### config.mk
export PLATFORM = sky130hd
export DESIGN_NAME = mem_port_arbiter
export DESIGN_NICKNAME = d
export VERILOG_FILES = /design/src/rtl/mem_port_arbiter.sv
export SDC_FILE = /design/constraint.sdc
export NUM_CORES = 1
export LEC_CHECK = 0
export BUFFER_PORTS_ARGS = -buffer_cell sky130_fd_sc_hd__buf_2
export CAP_MARGIN = 20
export CORE_AREA = 3 3 276 278
export CTS_BUF_LIST = sky130_fd_sc_hd__clkbuf_8
export DETAILED_ROUTE_END_ITERATION = 12
export DIE_AREA = 0 0 279 281
export SLEW_MARGIN = 20
export SYNTH_ARGS = -nofsm -noshare
export SYNTH_HDL_FRONTEND = slang
export SYNTH_SLANG_ARGS = --single-unit
### constraint.sdc
create_clock -name clk -period 5.48 [get_ports clk]
set_clock_uncertainty 0.1 [all_clocks]
set_input_delay 0.822 -clock clk [delete_from_list [all_inputs] [get_ports clk]]
set_output_delay 0.822 -clock clk [all_outputs]
set_load 0.05 [all_outputs]
### src/rtl/mem_port_arbiter.sv
// Round-robin arbiter sharing one sram_wrapper request port among NUM_CORES cores.
// Optional WAIT watchdog and sticky timeout_err port enabled by defining MEM_ARB_TIMEOUT_EN.
module mem_port_arbiter #(
  parameter int unsigned NUM_CORES      = 2,
  parameter int unsigned ADDR_W         = 20,
  parameter int unsigned DATA_W         = 128,
  parameter int unsigned TIMEOUT_CYCLES = 1024
) (
  input  logic                          clk,
  input  logic                          rst,
  input  logic                          is_loading_memory_into_core,
  input  logic [NUM_CORES-1:0]          core_req,
  input  logic [NUM_CORES-1:0]          core_we,
  input  logic [NUM_CORES*ADDR_W-1:0]   core_addr,
  input  logic [NUM_CORES*DATA_W-1:0]   core_wdata,
  output logic [NUM_CORES-1:0]          core_ready,
  output logic [DATA_W-1:0]             core_rdata,
  output logic                          mem_req,
  output logic                          mem_we,
  output logic [ADDR_W-1:0]             mem_addr,
  output logic [DATA_W-1:0]             mem_wdata,
  output logic                          mem_reset_req,
  input  logic [DATA_W-1:0]             mem_rdata,
  input  logic                          mem_ready,
  output logic [2:0]                    grant_id,
  output logic                          busy
`ifdef MEM_ARB_TIMEOUT_EN
  ,
  output logic                          timeout_err
`endif
);

  if (NUM_CORES < 1 || NUM_CORES > 8 || TIMEOUT_CYCLES < 1) begin : g_bad_cfg
    $error("mem_port_arbiter: NUM_CORES must be 1..8 and TIMEOUT_CYCLES >= 1");
  end

  typedef enum logic [1:0] {
    ST_IDLE,
    ST_ISSUE,
    ST_WAIT,
    ST_RELEASE
  } state_e;

  state_e                 state_q;
  logic [2:0]             rr_last_q;
  logic [2:0]             grant_q;
  logic [NUM_CORES-1:0]   core_ready_q;
  logic [DATA_W-1:0]      core_rdata_q;
  logic                   mem_req_q;
  logic                   mem_we_q;
  logic [ADDR_W-1:0]      mem_addr_q;
  logic [DATA_W-1:0]      mem_wdata_q;
  logic                   mem_reset_req_q;
  logic                   busy_q;

  logic                   pick_valid_d;
  logic [2:0]             pick_id_d;
  logic                   pick_we_d;
  logic [ADDR_W-1:0]      pick_addr_d;
  logic [DATA_W-1:0]      pick_wdata_d;
  logic [NUM_CORES-1:0]   grant_onehot;
  logic                   timeout_hit;

  // rr_last + off lies in 1..2N-1, so core i is the target when the sum equals i or i+N.
  always_comb begin
    pick_valid_d = 1'b0;
    pick_id_d    = '0;
    for (int unsigned off = 1; off <= NUM_CORES; off++) begin
      for (int unsigned i = 0; i < NUM_CORES; i++) begin
        if (!pick_valid_d && core_req[i] &&
            ((32'(rr_last_q) + off == i) || (32'(rr_last_q) + off == i + NUM_CORES))) begin
          pick_valid_d = 1'b1;
          pick_id_d    = 3'(i);
        end
      end
    end
    pick_we_d    = 1'b0;
    pick_addr_d  = '0;
    pick_wdata_d = '0;
    for (int unsigned i = 0; i < NUM_CORES; i++) begin
      if (pick_id_d == 3'(i)) begin
        pick_we_d    = core_we[i];
        pick_addr_d  = core_addr[i*ADDR_W +: ADDR_W];
        pick_wdata_d = core_wdata[i*DATA_W +: DATA_W];
      end
    end
  end

  always_comb begin
    grant_onehot = '0;
    for (int unsigned i = 0; i < NUM_CORES; i++) begin
      grant_onehot[i] = (grant_q == 3'(i));
    end
  end

`ifdef MEM_ARB_TIMEOUT_EN
  localparam int unsigned CNT_W = $clog2(TIMEOUT_CYCLES + 1);

  logic [CNT_W-1:0] wait_cnt_q;
  logic             timeout_err_q;

  assign timeout_hit = (wait_cnt_q == CNT_W'(TIMEOUT_CYCLES - 1));

  always_ff @(posedge clk or negedge rst) begin
    if (!rst) begin
      wait_cnt_q    <= '0;
      timeout_err_q <= 1'b0;
    end else if (state_q == ST_WAIT) begin
      wait_cnt_q <= wait_cnt_q + 1'b1;
      if (timeout_hit && !mem_ready) begin
        timeout_err_q <= 1'b1;
      end
    end else begin
      wait_cnt_q <= '0;
    end
  end

  assign timeout_err = timeout_err_q;
`else
  assign timeout_hit = 1'b0;
`endif

  always_ff @(posedge clk or negedge rst) begin
    if (!rst) begin
      state_q         <= ST_IDLE;
      rr_last_q       <= 3'(NUM_CORES - 1);
      grant_q         <= '0;
      core_ready_q    <= '0;
      core_rdata_q    <= '0;
      mem_req_q       <= 1'b0;
      mem_we_q        <= 1'b0;
      mem_addr_q      <= '0;
      mem_wdata_q     <= '0;
      mem_reset_req_q <= 1'b0;
      busy_q          <= 1'b0;
    end else begin
      core_ready_q    <= '0;
      mem_reset_req_q <= 1'b0;
      case (state_q)
        ST_IDLE: begin
          if (pick_valid_d && !is_loading_memory_into_core) begin
            grant_q     <= pick_id_d;
            rr_last_q   <= pick_id_d;
            mem_we_q    <= pick_we_d;
            mem_addr_q  <= pick_addr_d;
            mem_wdata_q <= pick_wdata_d;
            busy_q      <= 1'b1;
            state_q     <= ST_ISSUE;
          end
        end
        ST_ISSUE: begin
          mem_req_q <= 1'b1;
          state_q   <= ST_WAIT;
        end
        ST_WAIT: begin
          // A real response wins over a watchdog expiry in the same cycle.
          if (mem_ready || timeout_hit) begin
            core_rdata_q    <= mem_ready ? mem_rdata : '0;
            mem_req_q       <= 1'b0;
            mem_reset_req_q <= 1'b1;
            core_ready_q    <= grant_onehot;
            state_q         <= ST_RELEASE;
          end
        end
        ST_RELEASE: begin
          busy_q  <= 1'b0;
          state_q <= ST_IDLE;
        end
        default: begin
          mem_req_q <= 1'b0;
          busy_q    <= 1'b0;
          state_q   <= ST_IDLE;
        end
      endcase
    end
  end

  assign core_ready    = core_ready_q;
  assign core_rdata    = core_rdata_q;
  assign mem_req       = mem_req_q;
  assign mem_we        = mem_we_q;
  assign mem_addr      = mem_addr_q;
  assign mem_wdata     = mem_wdata_q;
  assign mem_reset_req = mem_reset_req_q;
  assign grant_id      = grant_q;
  assign busy          = busy_q;

endmodule

==> results of run 1 <==
[critical path, stage by stage (launching register included)]
cell and delay [ns]:
dfrtp_1 0.41, inv_1 0.12, ha_1 0.19, inv_1 0.07, nor2_4 0.70, buf_12 0.38
mux2_2 0.38
[cell type report]
type / count / area, um^2
fill: 7838 / 55600
tap: 969 / 1210
inverter: 4 / 15.0
timing repair buffer: 722 / 3730
clock buffer: 66 / 908
sequential: 286 / 7160
multi-input combinational: 451 / 5420
clock inverter: 23 / 125
antenna: 1 / 2.50
[metal layers]
layer	share of wire, %	wire (um)	global-route usage, %
met5	0.068	27	0
met4	3.2	1280	3.78
met3	9.0	3580	3.46
met2	52	20500	17.3
met1	36	14200	9.73
[Yosys cell counts]
cell type / instances / area (um^2)
a21boi_0: 1 / 7.51
buf_2: 24 / 120
a21oi_1: 1 / 5.00
buf_4: 10 / 75.1
mux2_2: 320 / 3600
nor2b_1: 2 / 12.5
dfstp_2: 1 / 26.3
a21bo_1: 1 / 10.0
nor2_1: 3 / 11.3
a2bb2oi_1: 2 / 17.5
conb_1: 1 / 3.75
and2_1: 1 / 6.26
nand2_1: 1 / 3.75
o21bai_1: 1 / 7.51
dfrtp_1: 285 / 7130
inv_1: 4 / 15.0
ha_1: 5 / 62.6
and3_1: 1 / 6.26
o22ai_1: 1 / 6.26
buf_6: 14 / 158
clkbuf_1: 2 / 7.51
mux2_4: 109 / 1640
[worst paths after layout]
| path | slack (ns) | depth (start not counted) | endpoint | start |
|---|---|---|---|---|
| max | 2.92 | 6 | mem_wdata[39] | state_q[0] |
| min | 0.13 | 1 | core_rdata[6] | rst |
| max reg2reg | 2.92 | 6 | mem_wdata[39] | state_q[0] |
| min reg2reg | 0.40 | 1 | mem_addr[17] | mem_addr[17] |
| max in group asynchronous | 4.07 | 2 | mem_addr[11] | rst |
| min in group clk | 0.35 | 2 | core_rdata[44] | mem_rdata[44] |
[state kept, by name, indices dropped and copies added, names as in the netlist, 2 cells and up]
signal      cells
mem_addr       20
state_q         2
mem_wdata     128
core_rdata    128
core_ready      2
[metrics by stage]
| step | total power, W | hold WS, ns | utilization, % | std cells |
|---|---|---|---|---|
| 6_report | 0.0131 | 0.133 | 25.0 | 2522 |
| 5_1_grt | 0.0137 | 0.110 | 25.0 | 2522 |
| 4_1_cts | 0.0133 | 0.0770 | 25.0 | 2521 |
| 3_5_place_dp | 0.0112 | 0.388 | 23.6 | 2432 |
| 3_3_place_gp | 0.0111 | 0.374 | 23.6 | 2432 |
| 2_1_floorplan | 0.00928 | 0.426 | - | 791 |
[cell families (layout without fill, tap and decap cells)]
family	Yosys count	in the layout	synth area share, %
adder cells (fa/ha/maj)	5	5	0.484
other	1	3	0.0290
buffers and inverters	54	815	2.90
multiplexers	429	429	40.5
AO/OA/AOI/OAI	7	7	0.416
AND/OR/NAND/NOR	8	8	0.310
flip-flops	286	286	55.3
[report_power, final]
part           total, W  switching (W)  internal (W)
clock network   0.00200       0.000881       0.00112
registers       0.00379       0.000591       0.00320
logic           0.00728        0.00514       0.00213
==> impl_metrics.ini, run 1 <==
[finish]
layout_common_cells = 713 x buf_2, 320 x mux2_2, 285 x dfrtp_1
final_nets = 1951
syn_to_final_growth_pct = 43.6
stdcell_area_um2 = 18600
mostFrequentLayoutCell = buf_2
drive_gt1_share_pct = 79.1

[setup_path]
cp-end-kind = flip-flop
cp_max_fo = 64
cp.required_ns = 5.84
worstPathArrival_ns = 2.92
critPathKind = reg -> reg
start_kind = flip-flop

[floorplanning]
start_util_pct = 17.4
dieHeight_um = 281
rows = 100
io_pins = 717
die_w_um = 279
core_um2 = 74200
dieArea_um2 = 78400

[sta]
finalCritPeriodShare_pct = 46.7
hold_viol = 0
relSlewSlack_pct = 39.8
worstMarginPinSlew_ns = 0.901
setup_tns_ns = 0
setup_slack_ns = 2.92
rsz0062_at_grt = false
clock.fmax_mhz = 391
layout_min_cycle_time_ns = 2.56
final_max_slew_viol_count = 0
finalSetupViolations = 0

[placement]
place.gp.congestion = 0.788
place_hpwl_um = 30700
portBuffers = 714
dp_slack_ns = 2.52
place_area_um2 = 17500

[route]
routed_via_density = 3.69
drt_iter0_drc = 197
wl_um = 39600
drc = 0
final_antenna_net_count = 0
wire_per_inst_um = 15.7
via_count = 9304
drt-pass1-iter-count = 4

[cts]
cts_sinks = 286
cts_buffers = 49
h-tree-depth = 2
cts_tree = yes
postCtsSetupRepairBufs = 0
ctsResizeCount = 0
clock_path_buffers = 3
cts_root_buffer = clkbuf_8
path_clk_slew_ns = 0.06
insertion_delay_ns = 0.58
postCtsHoldBufs = 0

[synth]
yosysWarnings = 0
yosysUniqueCellTypes = 22
synthCells = 790
synth_area_per_cell_um2 = 16.4
ys_seq_elements = 286
yosysSeqAreaShare_pct = 55.3
syn_area_um2 = 12900

[worst_hold_path]
min_path_type = in -> async

[power_and_ir_drop]
ir_drop_uv = 458
power.leakage_nw = 9.14
power_density_nw_per_um2 = 703

[status]
status = finished, final reports clean

[grt]
track_usage_pct = 9.44
antenna_found_initial = 4
overflow = 0
first_global_vias = 10400
grt_pass1_wl_um = 58000
grt_max_degree = 102

[run]
drv_cap = 0
Note: power is estimated with default switching activity, not from simulation.
==> run 2: changes to the inputs <==
--- a/config.mk
+++ b/config.mk
@@ -5,12 +5,13 @@
 export SDC_FILE = /design/constraint.sdc
 export NUM_CORES = 1
 export LEC_CHECK = 0
+export ABC_AREA = 1
 export BUFFER_PORTS_ARGS = -buffer_cell sky130_fd_sc_hd__buf_2
 export CAP_MARGIN = 20
-export CORE_AREA = 3 3 276 278
+export CORE_AREA = 3 3 277 279
 export CTS_BUF_LIST = sky130_fd_sc_hd__clkbuf_8
 export DETAILED_ROUTE_END_ITERATION = 12
-export DIE_AREA = 0 0 279 281
+export DIE_AREA = 0 0 280 282
 export SLEW_MARGIN = 20
 export SYNTH_ARGS = -nofsm -noshare
 export SYNTH_HDL_FRONTEND = slang
==> constraint.sdc (replaced) <==
create_clock -name clk -period 2.25 [get_ports clk]
set_clock_uncertainty 0.1 [all_clocks]
set_input_delay 0.3375 -clock clk [delete_from_list [all_inputs] [get_ports clk]]
set_output_delay 0.3375 -clock clk [all_outputs]
set_load 0.05 [all_outputs]
==> run 2 against run 1 <==
First-iteration DRC count grew to 3.4 times the previous value; sequential power grew 130%; design area increased by 23%; register-to-register slack lost 2.8 ns; via count rose by 62%; combinational power increased by 130%; global-route usage is 3.6 points higher; non-clock buffer count rose by 453; setup slack got worse by 2.8 ns; sequential cell count is the same; area after synthesis up 0.12%; final cell count is 52% higher; critical path type unchanged.
==> impl_metrics.ini, run 2 <==
[worst_hold_path]
worst_hold_path.endpoint = mem_wdata[31]
hold_depth = 5
holdCritStartpoint = core_wdata[31]
min_path_type = in -> reg

[route]
wl_um = 55900
final_antenna_net_count = 0
wire_per_inst_um = 14.6
drt_iter0_drc = 673
via_count = 15100
routed_via_density = 3.93
drc = 0
drt-pass1-iter-count = 5

[cts]
clock_path_buffers = 3
cts_root_buffer = clkbuf_8
insertion_delay_ns = 0.59
cts_buffers = 50
cts_tree = yes
path_clk_slew_ns = 0.06
h-tree-depth = 2
cts_sinks = 286

[setup_path]
cp_max_fo = 18
path_delay_family = buffers and inverters
critPathMaxStageDelay_ns = 0.59
reg2reg_to = mem_wdata[62]
start_kind = flip-flop
path_common_cell = nand2_1
critical-path-slowest-cell = dlygate4sd3_1
critPathKind = reg -> reg
r2r.worst_path.cells = 9
worst-path-stages = 9
ff2ff_setup_slack_ns = 0.08
cp.required_ns = 2.67
worstPathArrival_ns = 2.59
crit_chain = nand2_1 > nand2_4 > buf_16 > buf_4 > nand2_1 > o21ai_0 > dlygate4sd3_1 > nand2_1 > nand2_1
r2r-start = rr_last_q[0]
cp-end-kind = flip-flop
cp_num_buf_inv = 3

[power_and_ir_drop]
clkPwrFrac_pct = 14.5
p_comb_share_pct = 56.5
power_density_nw_per_um2 = 1320
p_int_w = 0.0140
power_switching_w = 0.0162
ir_drop_uv = 915
total_power_w = 0.0301
power.leakage_nw = 13.1
switching_share_pct = 53.7
seqPwrFrac_pct = 29.0

[sta]
whs_ns = 0.0461
finalCritPeriodShare_pct = 96.5
hold_viol = 0
worstMarginPinSlew_ns = 0.806
layout_min_cycle_time_ns = 2.17
final_max_slew_viol_count = 0
relSlewSlack_pct = 46.3
setup_slack_ns = 0.0788
clock.fmax_mhz = 461
finalSetupViolations = 0

[floorplanning]
rows = 100
die_w_um = 280
core_um2 = 74400
start_util_pct = 17.4
dieHeight_um = 282
io_pins = 717
dieArea_um2 = 79000

[run]
drv_cap = 0

[synth]
ys_seq_elements = 286
synthCells = 1703
yosysUniqueCellTypes = 21
syn_area_um2 = 12900
yosys.cell_count.top_type = nand2_1
synthTopCellsByCount = 995 x nand2_1, 285 x dfrtp_1, 158 x inv_1
synth.area.top_cells = dfrtp_1 55%, nand2_1 29%, inv_1 4.6%, o21ai_1 3.9%, o21ai_0 1.9%
yosysSeqAreaShare_pct = 55.3
synth_top_cell_area_share_pct = 55.1
yosys.area.top_type = dfrtp_1
synth_edf_count = 0
yosysWarnings = 0
synth-async-reset-ratio_pct = 100
synth-main-ff-cell = dfrtp_1
synth_area_per_cell_um2 = 7.60

[placement]
place_area_um2 = 17900
place.gp.congestion = 0.815
portBuffers = 714
place_hpwl_um = 36700
dp_slack_ns = 0.430

[finish]
final_nets = 3273
drive_gt1_share_pct = 29.6
stdcell_area_um2 = 22800
syn_to_final_growth_pct = 76.3
layout_common_cells = 993 x nand2_1, 713 x buf_2, 397 x dlygate4sd3_1
mostFrequentLayoutCell = nand2_1
diodes = 0

[grt]
overflow = 0
first_global_vias = 15400
track_usage_pct = 13.0
grt_max_degree = 131
grt_pass1_wl_um = 81700
antenna_found_initial = 2

[status]
status = finished, final reports clean
-- run 2: worst max path at each step --
| stage | start | endpoint | slack (ns) |
|---|---|---|---|
| 6_report | rr_last_q[0] | mem_wdata[62] | 0.08 |
| 4_1_cts | rr_last_q[0] | mem_wdata[62] | 0.02 |
| 3_5_place_dp | rr_last_q[0] | mem_wdata[120] | 0.43 |
| 5_1_grt | rr_last_q[0] | mem_wdata[103] | -0.008 |
| 2_1_floorplan | state_q[0] | core_rdata[112] | 0.73 |
| 3_3_place_gp | rr_last_q[0] | mem_wdata[120] | 0.44 |
-- run 2: logic make-up after synthesis --
kind of cell	synth area share, %
adder cells (fa/ha/maj)	0.483
other	0.0290
AND/OR/NAND/NOR	29.2
AO/OA/AOI/OAI	5.87
buffers and inverters	9.10
flip-flops	55.3
-- run 2: layout make-up --
class	instances	area (um^2)
timing repair buffer	1175	8340
multi-input combinational	1163	4640
clock inverter	25	110
inverter	160	606
fill	7669	51600
sequential	286	7160
clock buffer	56	771
tap	969	1210
-- run 2: worst register-to-register path, delay by kind of cell, from the launching register on --
family                 cells  cell delay, ns
AO/OA/AOI/OAI              1            0.08
buffers and inverters      3            1.01
flip-flops                 1            0.52
AND/OR/NAND/NOR            5            0.38
-- run 2: power groups by stage --
| stage | combinational [W] | clock [W] | sequential [W] |
|---|---|---|---|
| finish | 0.0170 | 0.00437 | 0.00873 |
| global route | 0.0181 | 0.00482 | 0.00900 |
| floorplan | 0.00360 | 0 | 0.0166 |
| global placement | 0.0162 | 0 | 0.00872 |
| CTS | 0.0170 | 0.00460 | 0.00870 |
| detailed placement | 0.0163 | 0 | 0.00871 |
-- run 2: metal layers --
layer,GRT usage [%],vias up,part of all wire [%]
li1,-,7349,-
met1,14.1,6816,38
met2,22.2,683,48
met3,3.64,213,7.6
met4,8.83,4,6.5
met5,0,-,0.043
-- run 2: what timing repair did --
item | 4_1_cts | 5_1_grt
gates resized for setup | 0 | 3
hold endpoints to repair | 308 | 0
setup endpoints to repair | 0 | 22
setup buffers | 0 | 1
hold buffers | 397 | 0
-- run 2: stage by stage --
stage,utilization (%),setup TNS (ns),std cells
floorplan,-,0,1704
global placement,24.0,0,3353
detailed placement,24.0,0,3353
CTS,30.6,0,3831
global route,30.7,-0.0233,3834
finish,30.7,0,3834
==> run 3: changes to the inputs <==
--- a/config.mk
+++ b/config.mk
@@ -8,10 +8,10 @@
 export ABC_AREA = 1
 export BUFFER_PORTS_ARGS = -buffer_cell sky130_fd_sc_hd__buf_2
 export CAP_MARGIN = 20
-export CORE_AREA = 3 3 277 279
+export CORE_AREA = 3 3 278 280
 export CTS_BUF_LIST = sky130_fd_sc_hd__clkbuf_8
 export DETAILED_ROUTE_END_ITERATION = 12
-export DIE_AREA = 0 0 280 282
+export DIE_AREA = 0 0 281 283
 export SLEW_MARGIN = 20
 export SYNTH_ARGS = -nofsm -noshare
 export SYNTH_HDL_FRONTEND = slang
==> run 3 against run 2 <==
Routed wire length is 3.4% higher; highest routed layer is now met4; critical endpoint is now mem_wdata[67]; die area up 0.71%; critical path type unchanged; power is 3.6% higher.
==> impl_metrics.ini, run 3 (synthesis results as in run 2) <==
[power_and_ir_drop]
switching_share_pct = 52.7
power_switching_w = 0.0165
seqPwrFrac_pct = 28.2
power.leakage_nw = 13.2
power_density_nw_per_um2 = 1350
ir_drop_uv = 877
p_int_w = 0.0148
clkPwrFrac_pct = 17.4
p_comb_share_pct = 54.4

[setup_path]
critical-path-slowest-cell = dlygate4sd3_1
critPathMaxStageDelay_ns = 0.57
reg2reg_to = mem_wdata[67]
path_delay_family = buffers and inverters
crit_chain = nand2_2 > nand2_8 > buf_12 > buf_4 > nand2_1 > o21ai_1 > dlygate4sd3_1 > nand2_1 > nand2_1
r2r.worst_path.cells = 9
cp_max_fo = 13
setup.worst_path.start = rr_last_q[0]
path_common_cell = nand2_1
ff2ff_setup_slack_ns = 0.03
worstPathArrival_ns = 2.65
cp-end-kind = flip-flop
cp.required_ns = 2.68
cp_num_buf_inv = 3
r2r-start = rr_last_q[0]
start_kind = flip-flop
critPathKind = reg -> reg

[finish]
final_nets = 3285
drive_gt1_share_pct = 29.7
layout_common_cells = 992 x nand2_1, 713 x buf_2, 417 x dlygate4sd3_1
syn_to_final_growth_pct = 78.7
stdcell_area_um2 = 23100
fin_cells = 3861
mostFrequentLayoutCell = nand2_1

[placement]
place.gp.congestion = 0.895
portBuffers = 714
dp_slack_ns = 0.429
place_hpwl_um = 37600
dp.cells = 3339
place_area_um2 = 17700

[sta]
worstMarginPinSlew_ns = 0.749
clock.fmax_mhz = 450
setup_slack_ns = 0.0296
finalSetupViolations = 0
hold_viol = 0
rsz0062_at_grt = true
relSlewSlack_pct = 50.1
layout_min_cycle_time_ns = 2.22
final_max_slew_viol_count = 0
finalCritPeriodShare_pct = 98.7

[route]
drt-pass1-iter-count = 7
drc = 0
wl_um = 57800
drt_iter0_drc = 766
wire_per_inst_um = 15.0
via_count = 15300
final_antenna_net_count = 0
routed_via_density = 3.97

[worst_hold_path]
min_path_type = in -> reg
hold_depth = 5
holdCritStartpoint = core_addr[32]
worst_hold_path.endpoint = mem_addr[12]

[cts]
insertion_delay_ns = 0.61
cts_tree = yes
cts_buffers = 54
h-tree-depth = 2
clock_path_buffers = 3
cts_root_buffer = clkbuf_8
path_clk_slew_ns = 0.06
cts_sinks = 286

[status]
status = finished, final reports clean

[floorplanning]
dieArea_um2 = 79500
io_pins = 717
rows = 100
dieHeight_um = 283
die_w_um = 281
core_um2 = 74700
start_util_pct = 17.3

[grt]
antenna_found_initial = 1
grt_max_degree = 131
first_global_vias = 15900
overflow = 0
track_usage_pct = 13.7
grt_pass1_wl_um = 86300

[run]
drv_cap = 0
-- run 3: cell types whose count changed in the layout (fill, tap and decap cells not counted), sizes merged --
cell	change
dlygate4sd3	+20
clkbuf	+14
buf	-13
clkinv	+4
bufinv	+3
inv	-2
clkinvlp	-1
diode	+1
nand2	+1
-- run 3: repair_timing --
action	CTS	global route
gates resized for setup	0	3
hold endpoints to repair	561	0
hold buffers	417	0
setup buffers	0	2
setup endpoints to repair	0	53
-- run 3: worst max path at each step --
stage	endpoint	slack (ns)	cells past startpoint
3_3_place_gp	core_rdata[100]	0.47	7
2_1_floorplan	core_rdata[112]	0.73	7
3_5_place_dp	mem_wdata[42]	0.43	7
4_1_cts	mem_wdata[103]	0.02	8
5_1_grt	mem_wdata[50]	-0.05	9
6_report	mem_wdata[67]	0.03	9
-- run 3: layer usage --
layer | GRT usage (%) | part of all wire [%] | wire [um] | vias to the layer above
met5 | 0 | 0 | 0 | -
met4 | 8.25 | 6.1 | 3550 | 0
met2 | 23.6 | 48 | 27800 | 802
li1 | - | - | - | 7381
met3 | 3.81 | 8.4 | 4870 | 214
met1 | 14.8 | 37 | 21600 | 6942
-- run 3: power groups by stage --
stage          registers (W)  clock network [W]  logic [W]
2_1_floorplan         0.0166                  0    0.00360
3_3_place_gp         0.00876                  0     0.0160
3_5_place_dp         0.00876                  0     0.0162
4_1_cts              0.00876            0.00571     0.0169
5_1_grt              0.00906            0.00595     0.0180
6_report             0.00879            0.00544     0.0170
-- run 3: layout make-up --
| type | instances | area [um^2] |
|---|---|---|
| inverter | 160 | 606 |
| clock inverter | 29 | 210 |
| multi-input combinational | 1164 | 4660 |
| sequential | 286 | 7160 |
| fill | 7613 | 51600 |
| tap | 969 | 1210 |
| timing repair buffer | 1182 | 8320 |
| clock buffer | 70 | 963 |
| antenna | 1 | 2.50 |
-- run 3: per-stage QoR --
| stage | power [W] | hold slack [ns] | utilization (%) | setup TNS [ns] |
|---|---|---|---|---|
| global route | 0.0330 | 0.0465 | 31.0 | -0.454 |
| finish | 0.0312 | 0.0904 | 31.0 | 0 |
| detailed placement | 0.0249 | 0.183 | 23.7 | 0 |
| global placement | 0.0248 | 0.178 | 23.7 | 0 |
| floorplan | 0.0202 | -0.0581 | - | 0 |
| CTS | 0.0314 | 0.00238 | 30.8 | 0 |
-- run 3: worst register-to-register path, cell delays in order (launching register included) --
cell	delay (ns)
dfstp_2	0.54
nand2_2	0.11
nand2_8	0.12
buf_12	0.18
buf_4	0.24
nand2_1	0.09
o21ai_1	0.09
dlygate4sd3_1	0.57
nand2_1	0.05
nand2_1	0.05
